`src/rtl/gain_update.sv`:
```
// gain_update: shifts the 4-entry past_qua_en history down by one and writes the new quantized energy into entry 0.
// Latency: done rises on the 10th rising clock edge after the edge that accepts start.
module gain_update #(
    parameter int ADDR_W = 12,
    parameter int DATA_W = 32,
    parameter logic [ADDR_W-1:0] PAST_QUA_EN = ADDR_W'(100)
) (
    input  logic              clock,
    input  logic              reset,
    input  logic              start,
    input  logic [31:0]       L_gbk12,
    input  logic [DATA_W-1:0] scratch_mem_in,
    output logic [ADDR_W-1:0] scratch_mem_read_addr,
    output logic [ADDR_W-1:0] scratch_mem_write_addr,
    output logic [DATA_W-1:0] scratch_mem_out,
    output logic              scratch_mem_write_en,
    output logic              done
);
    typedef enum logic [3:0] {IDLE, RD2, WT2, WR3, RD1, WT1, WR2, RD0, WT0, WR1, WR0, DONE} state_t;

    localparam logic [15:0] TAB_LOG [0:32] = '{
        16'd0,     16'd1455,  16'd2866,  16'd4236,  16'd5568,  16'd6863,  16'd8124,  16'd9352,
        16'd10549, 16'd11716, 16'd12855, 16'd13967, 16'd15054, 16'd16117, 16'd17156, 16'd18172,
        16'd19167, 16'd20142, 16'd21097, 16'd22033, 16'd22951, 16'd23852, 16'd24735, 16'd25603,
        16'd26455, 16'd27291, 16'd28113, 16'd28922, 16'd29716, 16'd30497, 16'd31266, 16'd32023,
        16'd32767
    };

    state_t              state_q, state_d;
    logic                start_q;
    logic [31:0]         l_q;
    logic [DATA_W-1:0]   data_q;
    logic [4:0]          exp_q, exp_d, msb;
    logic [19:0]         xn_q, xn_d;
    logic                pos_q, pos_d;
    logic [12:0]         frac_q, frac_d;
    logic [15:0]         q_q, q_d;
    logic                accept;
    logic [5:0]          idx;
    logic [15:0]         t0, t1;
    logic signed [16:0]  dt;
    logic signed [32:0]  msu;
    logic signed [5:0]   e;
    logic signed [15:0]  tmp;
    logic signed [31:0]  prod;

    assign accept = start & ~start_q & (state_q == IDLE || state_q == DONE);

    // Normalisation: exponent equals the index of the leading one of a positive input.
    always_comb begin
        msb = '0;
        for (int k = 1; k < 31; k++) if (l_q[k]) msb = 5'(k);
        pos_d = ~l_q[31] & (|l_q[30:0]);
        exp_d = pos_d ? msb : '0;
        xn_d  = 20'((l_q[30:0] << (5'd30 - msb)) >> 10);
    end

    // Table interpolation; only frac[14:2] survives the later shl-13 / extract_h.
    always_comb begin
        idx    = {1'b0, xn_q[19:15]};
        t0     = TAB_LOG[idx];
        t1     = TAB_LOG[idx + 6'd1];
        dt     = $signed({1'b0, t0}) - $signed({1'b0, t1});
        msu    = dt * $signed({1'b0, xn_q[14:0]});
        frac_d = pos_q ? 13'(($signed({1'b0, t0, 16'b0}) - (msu <<< 1)) >>> 18) : '0;
    end

    // L_acc<<13 overflows exactly when exp-13 lies outside -4..3; otherwise hi16 is {e[2:0], frac[14:2]}.
    always_comb begin
        e    = $signed({1'b0, exp_q}) - 6'sd13;
        tmp  = (e >= 6'sd4) ? 16'sh7FFF : (e < -6'sd4) ? 16'sh8000 : {e[2:0], frac_q};
        prod = tmp * 32'sd24660;
        q_d  = 16'(prod >>> 15);
    end

    always_comb begin
        state_d = state_q;
        case (state_q)
            IDLE, DONE: state_d = accept ? RD2 : state_q;
            WR0:        state_d = DONE;
            default:    state_d = state_t'(state_q + 4'd1);
        endcase
    end

    always_ff @(posedge clock or posedge reset) begin
        if (reset) begin
            state_q <= IDLE;
            start_q <= 1'b0;
            l_q     <= '0;
            data_q  <= '0;
            exp_q   <= '0;
            xn_q    <= '0;
            pos_q   <= 1'b0;
            frac_q  <= '0;
            q_q     <= '0;
        end else begin
            state_q <= state_d;
            start_q <= start;
            if (accept) l_q <= L_gbk12;
            if (state_q == RD2) begin
                exp_q <= exp_d;
                xn_q  <= xn_d;
                pos_q <= pos_d;
            end
            if (state_q == WT2) frac_q <= frac_d;
            if (state_q == WR3) q_q <= q_d;
            if (state_q inside {WT2, WT1, WT0}) data_q <= scratch_mem_in;
        end
    end

    always_comb begin
        done                 = state_q == DONE;
        scratch_mem_write_en = state_q inside {WR3, WR2, WR1, WR0};
        scratch_mem_read_addr  = (state_q inside {RD2, WT2, WR3}) ? PAST_QUA_EN + ADDR_W'(2) :
                                 (state_q inside {RD1, WT1, WR2}) ? PAST_QUA_EN + ADDR_W'(1) :
                                 (state_q inside {RD0, WT0, WR1, WR0}) ? PAST_QUA_EN : '0;
        scratch_mem_write_addr = (state_q == WR3) ? PAST_QUA_EN + ADDR_W'(3) :
                                 (state_q == WR2) ? PAST_QUA_EN + ADDR_W'(2) :
                                 (state_q == WR1) ? PAST_QUA_EN + ADDR_W'(1) :
                                 (state_q == WR0) ? PAST_QUA_EN : '0;
        scratch_mem_out = (state_q == WR0) ? {{(DATA_W-16){q_q[15]}}, q_q} :
                          (state_q inside {WR3, WR2, WR1}) ? data_q : '0;
    end
endmodule

```
`config.mk`:
```
export PLATFORM = sky130hd
export DESIGN_NAME = gain_update
export DESIGN_NICKNAME = d
export VERILOG_FILES = /design/src/rtl/gain_update.sv
export SDC_FILE = /design/constraint.sdc
export NUM_CORES = 1
export LEC_CHECK = 0
export ABC_AREA = 1
export BUFFER_PORTS_ARGS = -buffer_cell sky130_fd_sc_hd__buf_2
export CAP_MARGIN = 20
export CORE_MARGIN = 8
export CORE_UTILIZATION = 30
export DETAILED_ROUTE_END_ITERATION = 7
export PLACE_DENSITY = 0.49
export SLEW_MARGIN = 40
export SYNTH_ARGS = -nofsm -noshare
export SYNTH_HDL_FRONTEND = slang
export SYNTH_SLANG_ARGS = --single-unit
export TNS_END_PERCENT = 30
```
`constraint.sdc`:
```
create_clock -name clock -period 11.1 [get_ports clock]
set_input_delay 1.11 -clock clock [delete_from_list [all_inputs] [get_ports clock]]
set_output_delay 1.11 -clock clock [all_outputs]
set_load 0.05 [all_outputs]
```
* After elaboration in Yosys (flattened, before gate mapping)
Memories as Yosys holds them, arrays and structs flattened.
Index checks and enable logic that the tools add are counted.
** Word-level totals
- Flip-flop bits (word level) :: 124
- Memories :: 2
- ROM bits :: 2048
- Bits in latches :: 0
- Bits in writable memories :: 0
- Input port bits :: 67
** Cells by class
- Eq/ne operators :: 12
- Multiplexer cells :: 49
- Bitwise logic cells :: 7
- Reduce and logical (&&, ||, !) cells :: 10
- Magnitude comparators :: 4
- Shift operators :: 1
- Add/sub/neg operators :: 6
- Multiply operators :: 2
- Divide/modulo/power cells :: 0
** Memory list
- (no name shown) :: depth 64, bits a word 16, rd ports 1, clocked after memory_dff 0, write ports 0, line 62 : t1 = TAB_LOG[idx + 6'd1];
- (no name shown) :: depth 64, bits a word 16, rd ports 1, clocked after memory_dff 0, write ports 0, line 61 : t0 = TAB_LOG[idx];
** Operators by type and width (count)
- 5-bit 2-to-1 mux :: 26
- 16-bit 2-to-1 mux :: 6
- 32-bit 2-to-1 mux :: 2
- 7-bit 2-to-1 mux :: 7
- 31-bit OR reduction :: 1
- 31-bit by 5-bit << shifter with 30-bit output :: 1
- 31-bit subtractor :: 1
- 17-bit by 16-bit multiplier with 30-bit output :: 1
- 16-bit by 14-bit multiplier with 29-bit output (second input constant) :: 1
- 16-bit by 16-bit subtractor with 17-bit output :: 1
- 4-bit by 3-bit == test with 1-bit output (second input constant) :: 4
- 4-bit == test (second input constant) :: 4
- 7-bit greater-or-equal comparator (second input constant) :: 2
- 13-bit 2-to-1 mux :: 1
- 3-bit nonzero test :: 4
- 4-bit by 2-bit == test with 1-bit output (second input constant) :: 2
- 4-bit one-hot mux with 2 select lines :: 1
- 4-bit nonzero test :: 2
- 5-bit inverter with 7-bit output :: 1
- 6-bit inverter with 7-bit output :: 1
- 5-bit by 1-bit adder with 6-bit output (second input constant) :: 1
- 6-bit by 4-bit greater-or-equal comparator with 1-bit output (second input constant) :: 1
- 6-bit by 3-bit less-than comparator with 1-bit output (second input constant) :: 1
- 3-bit 2-to-1 mux :: 2
- 13 further kinds :: 17

* Depth between registers and ports, before layout
- Depth in word-level cells :: 32
- Depth in mapped cells :: 58
- Depth with buffers taken out :: 57

* Worst setup path after synthesis
Ideal clock, no wire load.
- Kind :: register -> register
- From :: register xn_q[16]
- To :: register frac_q[12]
- Slack :: 1.120 ns
- Stages on the path, launching flop included :: 57
- Buffers on the path :: 1
- Setup time :: 0.117 ns
- Arrival :: 9.862 ns
- Clock period less this slack :: 9.980 ns
- Cells stage by stage :: dfrtp_1 -> ha_1 -> inv_1 -> ha_1 -> inv_1 -> clkbuf_1 -> a21oi_1 -> nor2_1 -> a2111oi_0 -> a41oi_1 -> ha_1 -> fa_1 -> inv_1 -> a31oi_2 -> o21ai_2 -> nand2_2 -> nand2_1 -> a21oi_2 -> [21 not listed] -> nand2_1 -> nand2_1 -> a21oi_1 -> o21ai_1 -> nand2_1 -> nand2_1 -> a21oi_1 -> xor2_1 -> ha_1 -> inv_1 -> nor3_1 -> inv_1 -> o21ai_0 -> a21oi_1 -> inv_1 -> nand3_1 -> nand3_1 -> nand2_1
** Between the ends
- Longest elaborated chain between the ends :: 9
- Elaborated cells between the ends (all ways) :: 13
- Classes of those cells :: add/sub: 3; mul: 1; mux: 5; bitwise: 2; memory: 2
** RTL lines
- start: declaration :: line 34 : logic [19:0] xn_q, xn_d;
- start signal: assignment :: line 102 : xn_q <= xn_d;
- 5-bit by 1-bit adder with 6-bit output :: line 62
- 6-bit inverter with 7-bit output (not written as such) :: line 62
- memory read 64 x 16 bit
- 16-bit 2-to-1 mux (not written as such) (2 in series) :: line 62
- 16-bit by 16-bit subtractor with 17-bit output :: line 63 : dt = $signed({1'b0, t0}) - $signed({1'b0, t1});
- 17-bit by 16-bit multiplier with 30-bit output :: line 64 : msu = dt * $signed({1'b0, xn_q[14:0]});
- 31-bit subtractor (*) :: line 65 : frac_d = pos_q ? 13'(($signed({1'b0, t0, 16'b0}) - (msu <<< 1)) >>> 18) : '0;
- 13-bit 2-to-1 mux (*) :: line 65
- end signal: assignment :: line 105 : if (state_q == WT2) frac_q <= frac_d;
- end: declaration :: line 36 : logic [12:0] frac_q, frac_d;
Every way passes the cells marked *; elsewhere a longest branch is shown, timed or not. The select of a mux whose other input is x is not followed.
A chain may end at the register's enable or synchronous reset.

* Final worst setup path
- From :: register xn_q[16]
- To :: register frac_q[11]
Same word-level chain as after synthesis.

==> reports/metrics.sh <==
ROUTE.DETAILED.DRC=0
FINAL_MIN_PERIOD_OVER_CLOCK_PERIOD_PCT=94.40
PLACED_CELLS_INCL_TAPS=3970
CLOCK_SINK_COUNT=124
POST_SYN_INSTANCES=2938
WORST_SKEW_PAIR.LATE_LATENCY_NS=0.45
CP_DATA_REQUIRED_TIME_NS=11.47
INSTANCES_NO_FILL=4023
CTS_HOLD_BUFFERS=0
SETUP.WORST_PATH.START='xn_q[16]'
POST_DP_CELL_AREA_SQ_UM=24160
CRITICAL-PATH-MAX-STAGE-DELAY_NS=0.56
SETUP-TNS-FINAL_NS=0
AREA_OVERHEAD_VS_SYNTH_PCT=11.67
GPL_WTD_CONG=0.9151
MAXCAPVIOLATIONS=0
LAYOUT_MIN_CYCLE_TIME_NS=10.48
YS_TOP_CELLS_BY_COUNT='sky130_fd_sc_hd__inv_1 (580), sky130_fd_sc_hd__nand2_1 (542), sky130_fd_sc_hd__fa_1 (284)'
ROUTED_WIRELENGTH_UM=67410
SYNTH_SEQ_CELLS=124
MOST_COMMON_CELL_IN_THE_SYNTHESIZED_NETLIST='sky130_fd_sc_hd__inv_1'
SETUP_WS_PRE_CTS_NS=-0.03788
N_ANTENNA_CELL=0
MAX-SLEW-MARGIN-REL_PCT=41.55
PATH_CLK_SLEW_NS=0.07
REGTOREGENDPOINT='frac_q[11]'
CTS_TREE='done'
WORSTSETUPENDPOINT='frac_q[11]'
GRT_OVERFLOW_TOTAL=0
SLEW_VIOLATIONS=0
CRITICAL_PATH.STARTPOINT_TYPE='flop'
DOMINANT_CELL_TYPE_BY_AREA_AFTER_SYNTHESIS='sky130_fd_sc_hd__fa_1'
FINAL_LAYOUT_SIZE_SUFFIX_GT1_SHARE_PCT=10.48
YOSYSWARNINGS=0
TIMING_WORST_SETUP_PATH_TYPE='reg2reg'
SYN_AREA_PER_CELL_SQ_UM=7.646
EDFF_COUNT_SYNTH=0
FLOORPLAN_ROW_COUNT=100
MAX_SLEW.WORST_PIN.SLEW_NS=0.8768
FINAL_AREA_SQ_UM=25090
NETLIST-CELL-TYPE-COUNT=63
YS_TOP_CELLS_BY_AREA='sky130_fd_sc_hd__fa_1 (25%), sky130_fd_sc_hd__ha_1 (15%), sky130_fd_sc_hd__dfrtp_1 (14%), sky130_fd_sc_hd__inv_1 (9.7%), sky130_fd_sc_hd__nand2_1 (9.1%)'
VIAS=19190
ASYNCSETRESETFLOPFRACSYNTH_PCT=100.0
CLOCK_SKEW_NS=0.01741
POST_DRT_VIA_CELL_RATIO=4.771
CRIT-REG2REG-LAUNCH='xn_q[16]'
DESIGN.CORE.AREA_SQ_UM=74320
PATH_MAX_FANOUT=10
POST_SYN_AREA_SQ_UM=22460
FMAX_MHz=95.43
GRT_MAX_DEGREE=71
CPMAXSTAGEDELAYCELL='sky130_fd_sc_hd__fa_1'
NUMBER_OF_ANTENNA_VIOLATIONS_AT_THE_FIRST_CHECK_IN_GLOBAL_ROUTING=0
VIA_COUNT_OF_THE_FIRST_GLOBAL_ROUTING_PASS=20070
DETAIL_ROUTE.WL_PER_CELL_UM=16.76
START_UTIL_PCT=30.22
DRT_FIRST_PASS_ITERS=5
WORSTREGTOREGCELLS=50
FLOORPLAN.DIE_AREA_SQ_UM=83890
DRTANTENNAVIOLNETS=0
DIE_Y_UM=289.6
CTS_INSERTED_BUFFERS=17
POST_LAYOUT_WORST_SETUP_MARGIN_NS=0.6211
END_KIND='flop'
GRT_PASS1_WL_UM=111000
GLOBALROUTETOTALUTIL_PCT=16.57
TIMING.FINAL.HOLD_VIOLATIONS=0
CLOCKBUFFERDEPTH=2
BUFFER_PORTS.INSERTED=110
SYNTHFLOPTYPE='sky130_fd_sc_hd__dfrtp_1'
FILLERINSTANCES=8092
SYNTH.YOSYS.SEQ_AREA_SHARE_PCT=13.81
ROOT_BUFFER='sky130_fd_sc_hd__clkbuf_16'
SETUP-VIOLATIONS-FINAL=0
DIE-WIDTH_UM=289.6
FIRST_ITER_VIOLATIONS=1269
DETAILED_PLACE_HPWL_UM=55340
LAYOUT.NETS=3653
RUN_STATUS='complete, no violations'
HTREE_NUM_LEVELS=4
CRITICAL_PATH_AT_NS=10.85
REGTOREGSETUPSLACK_NS=0.62
PIN_COUNT=125
HOLD_CLASS='reg2reg'
SYNTH_TOP_AREA_SHARE_PCT=25.31
CRITICAL-PATH-TOP-CELL-BY-COUNT='sky130_fd_sc_hd__inv_1'
[cell families (layout without fill, tap and decap cells)]
family / count (synthesis) / after routing / synth area share, %
multiplexers: 18 / 18 / 0.9023
adder cells (fa/ha/maj): 545 / 545 / 39.85
AND/OR/NAND/NOR: 1083 / 1083 / 20.05
AO/OA/AOI/OAI: 406 / 406 / 10.73
flip-flops: 124 / 124 / 13.81
other: 1 / 14 / 0.01669
buffers and inverters: 701 / 804 / 12.27
XOR/XNOR: 60 / 60 / 2.373
[how the worst min path moves through the flow]
stage | slack, ns | cells past startpoint | endpoint | startpoint
final | 0.49 | 2 | q_q[0] | q_q[0]
after global routing | 0.51 | 2 | frac_q[12] | frac_q[12]
after CTS | 0.49 | 2 | q_q[0] | q_q[0]
after detailed placement | 0.47 | 2 | q_q[0] | q_q[0]
after global placement | 0.47 | 2 | q_q[1] | q_q[1]
after floorplan | 0.45 | 2 | frac_q[12] | frac_q[12]
[flip-flops by register name, indices dropped and copies added (netlist names)]
signal	count
xn_q	20
q_q	16
data_q	32
state_q	4
frac_q	13
l_q	32
start_q	1
exp_q	5
pos_q	1
[layout by cell type, fill, tap and decap left out, types with 17 or more instances in the layout]
cell type | synthesis | final
sky130_fd_sc_hd__nand3_1 | 216 | 216
sky130_fd_sc_hd__buf_4 | 21 | 66
sky130_fd_sc_hd__nor2_1 | 259 | 252
sky130_fd_sc_hd__nand2_1 | 542 | 539
sky130_fd_sc_hd__xnor2_1 | 24 | 22
sky130_fd_sc_hd__dfrtp_1 | 124 | 119
sky130_fd_sc_hd__o21ai_0 | 100 | 100
sky130_fd_sc_hd__nor3_1 | 24 | 24
sky130_fd_sc_hd__buf_2 | 7 | 110
sky130_fd_sc_hd__clkbuf_16 | 0 | 17
sky130_fd_sc_hd__inv_1 | 580 | 573
sky130_fd_sc_hd__xor2_1 | 35 | 34
sky130_fd_sc_hd__a31oi_1 | 21 | 21
sky130_fd_sc_hd__ha_1 | 261 | 255
sky130_fd_sc_hd__o31ai_1 | 20 | 20
sky130_fd_sc_hd__a21oi_1 | 158 | 153
sky130_fd_sc_hd__mux2_2 | 18 | 18
sky130_fd_sc_hd__fa_1 | 284 | 284
[stage by stage]
stage                     hold slack, ns  util [%]
after detailed placement          0.4673     32.50
after global placement            0.4684     32.47
after floorplan                   0.4491         -
final                             0.4856     33.75
after global routing              0.5138     33.75
after CTS                         0.4855     33.36
[layer usage]
| metal | routed length [um] | up-vias | global-route usage, % |
|---|---|---|---|
| met2 | 32380 | 424 | 28.57 |
| met1 | 30980 | 9254 | 22.08 |
| met5 | 0 | - | 0 |
| met3 | 2744 | 73 | 2.275 |
| met4 | 1309 | 0 | 3.365 |
| li1 | - | 9443 | - |
[cell type report]
class                           count  area, sq um  area share, %
Timing Repair Buffer              180         1100          4.384
Clock buffer                       17        425.4          1.696
Inverter                          592         2246          8.953
Multi-Input combinational cell   2126        16800          66.96
Sequential cell                   124         3109          12.39
Clock inverter                     15        195.2         0.7781
Tap cell                          969         1212          4.833
[worst max-delay path: cells and delay by family, from the launching register on]
family,cells,cell delay [ns]
AO/OA/AOI/OAI,11,1.63
adder cells (fa/ha/maj),11,4.74
flip-flops,1,0.35
buffers and inverters,12,1.49
AND/OR/NAND/NOR,14,1.89
XOR/XNOR,2,0.24
[repair_timing]
| action | CTS | global route |
|---|---|---|
| pin swaps | 0 | 2 |
| endpoints found under the setup margin | 1 | 7 |
| resized for setup | 3 | 31 |
| setup buffers | 0 | 21 |
Power is not shown: default switching activity piles up to over one toggle a cycle in this logic, so the estimate is an artifact.
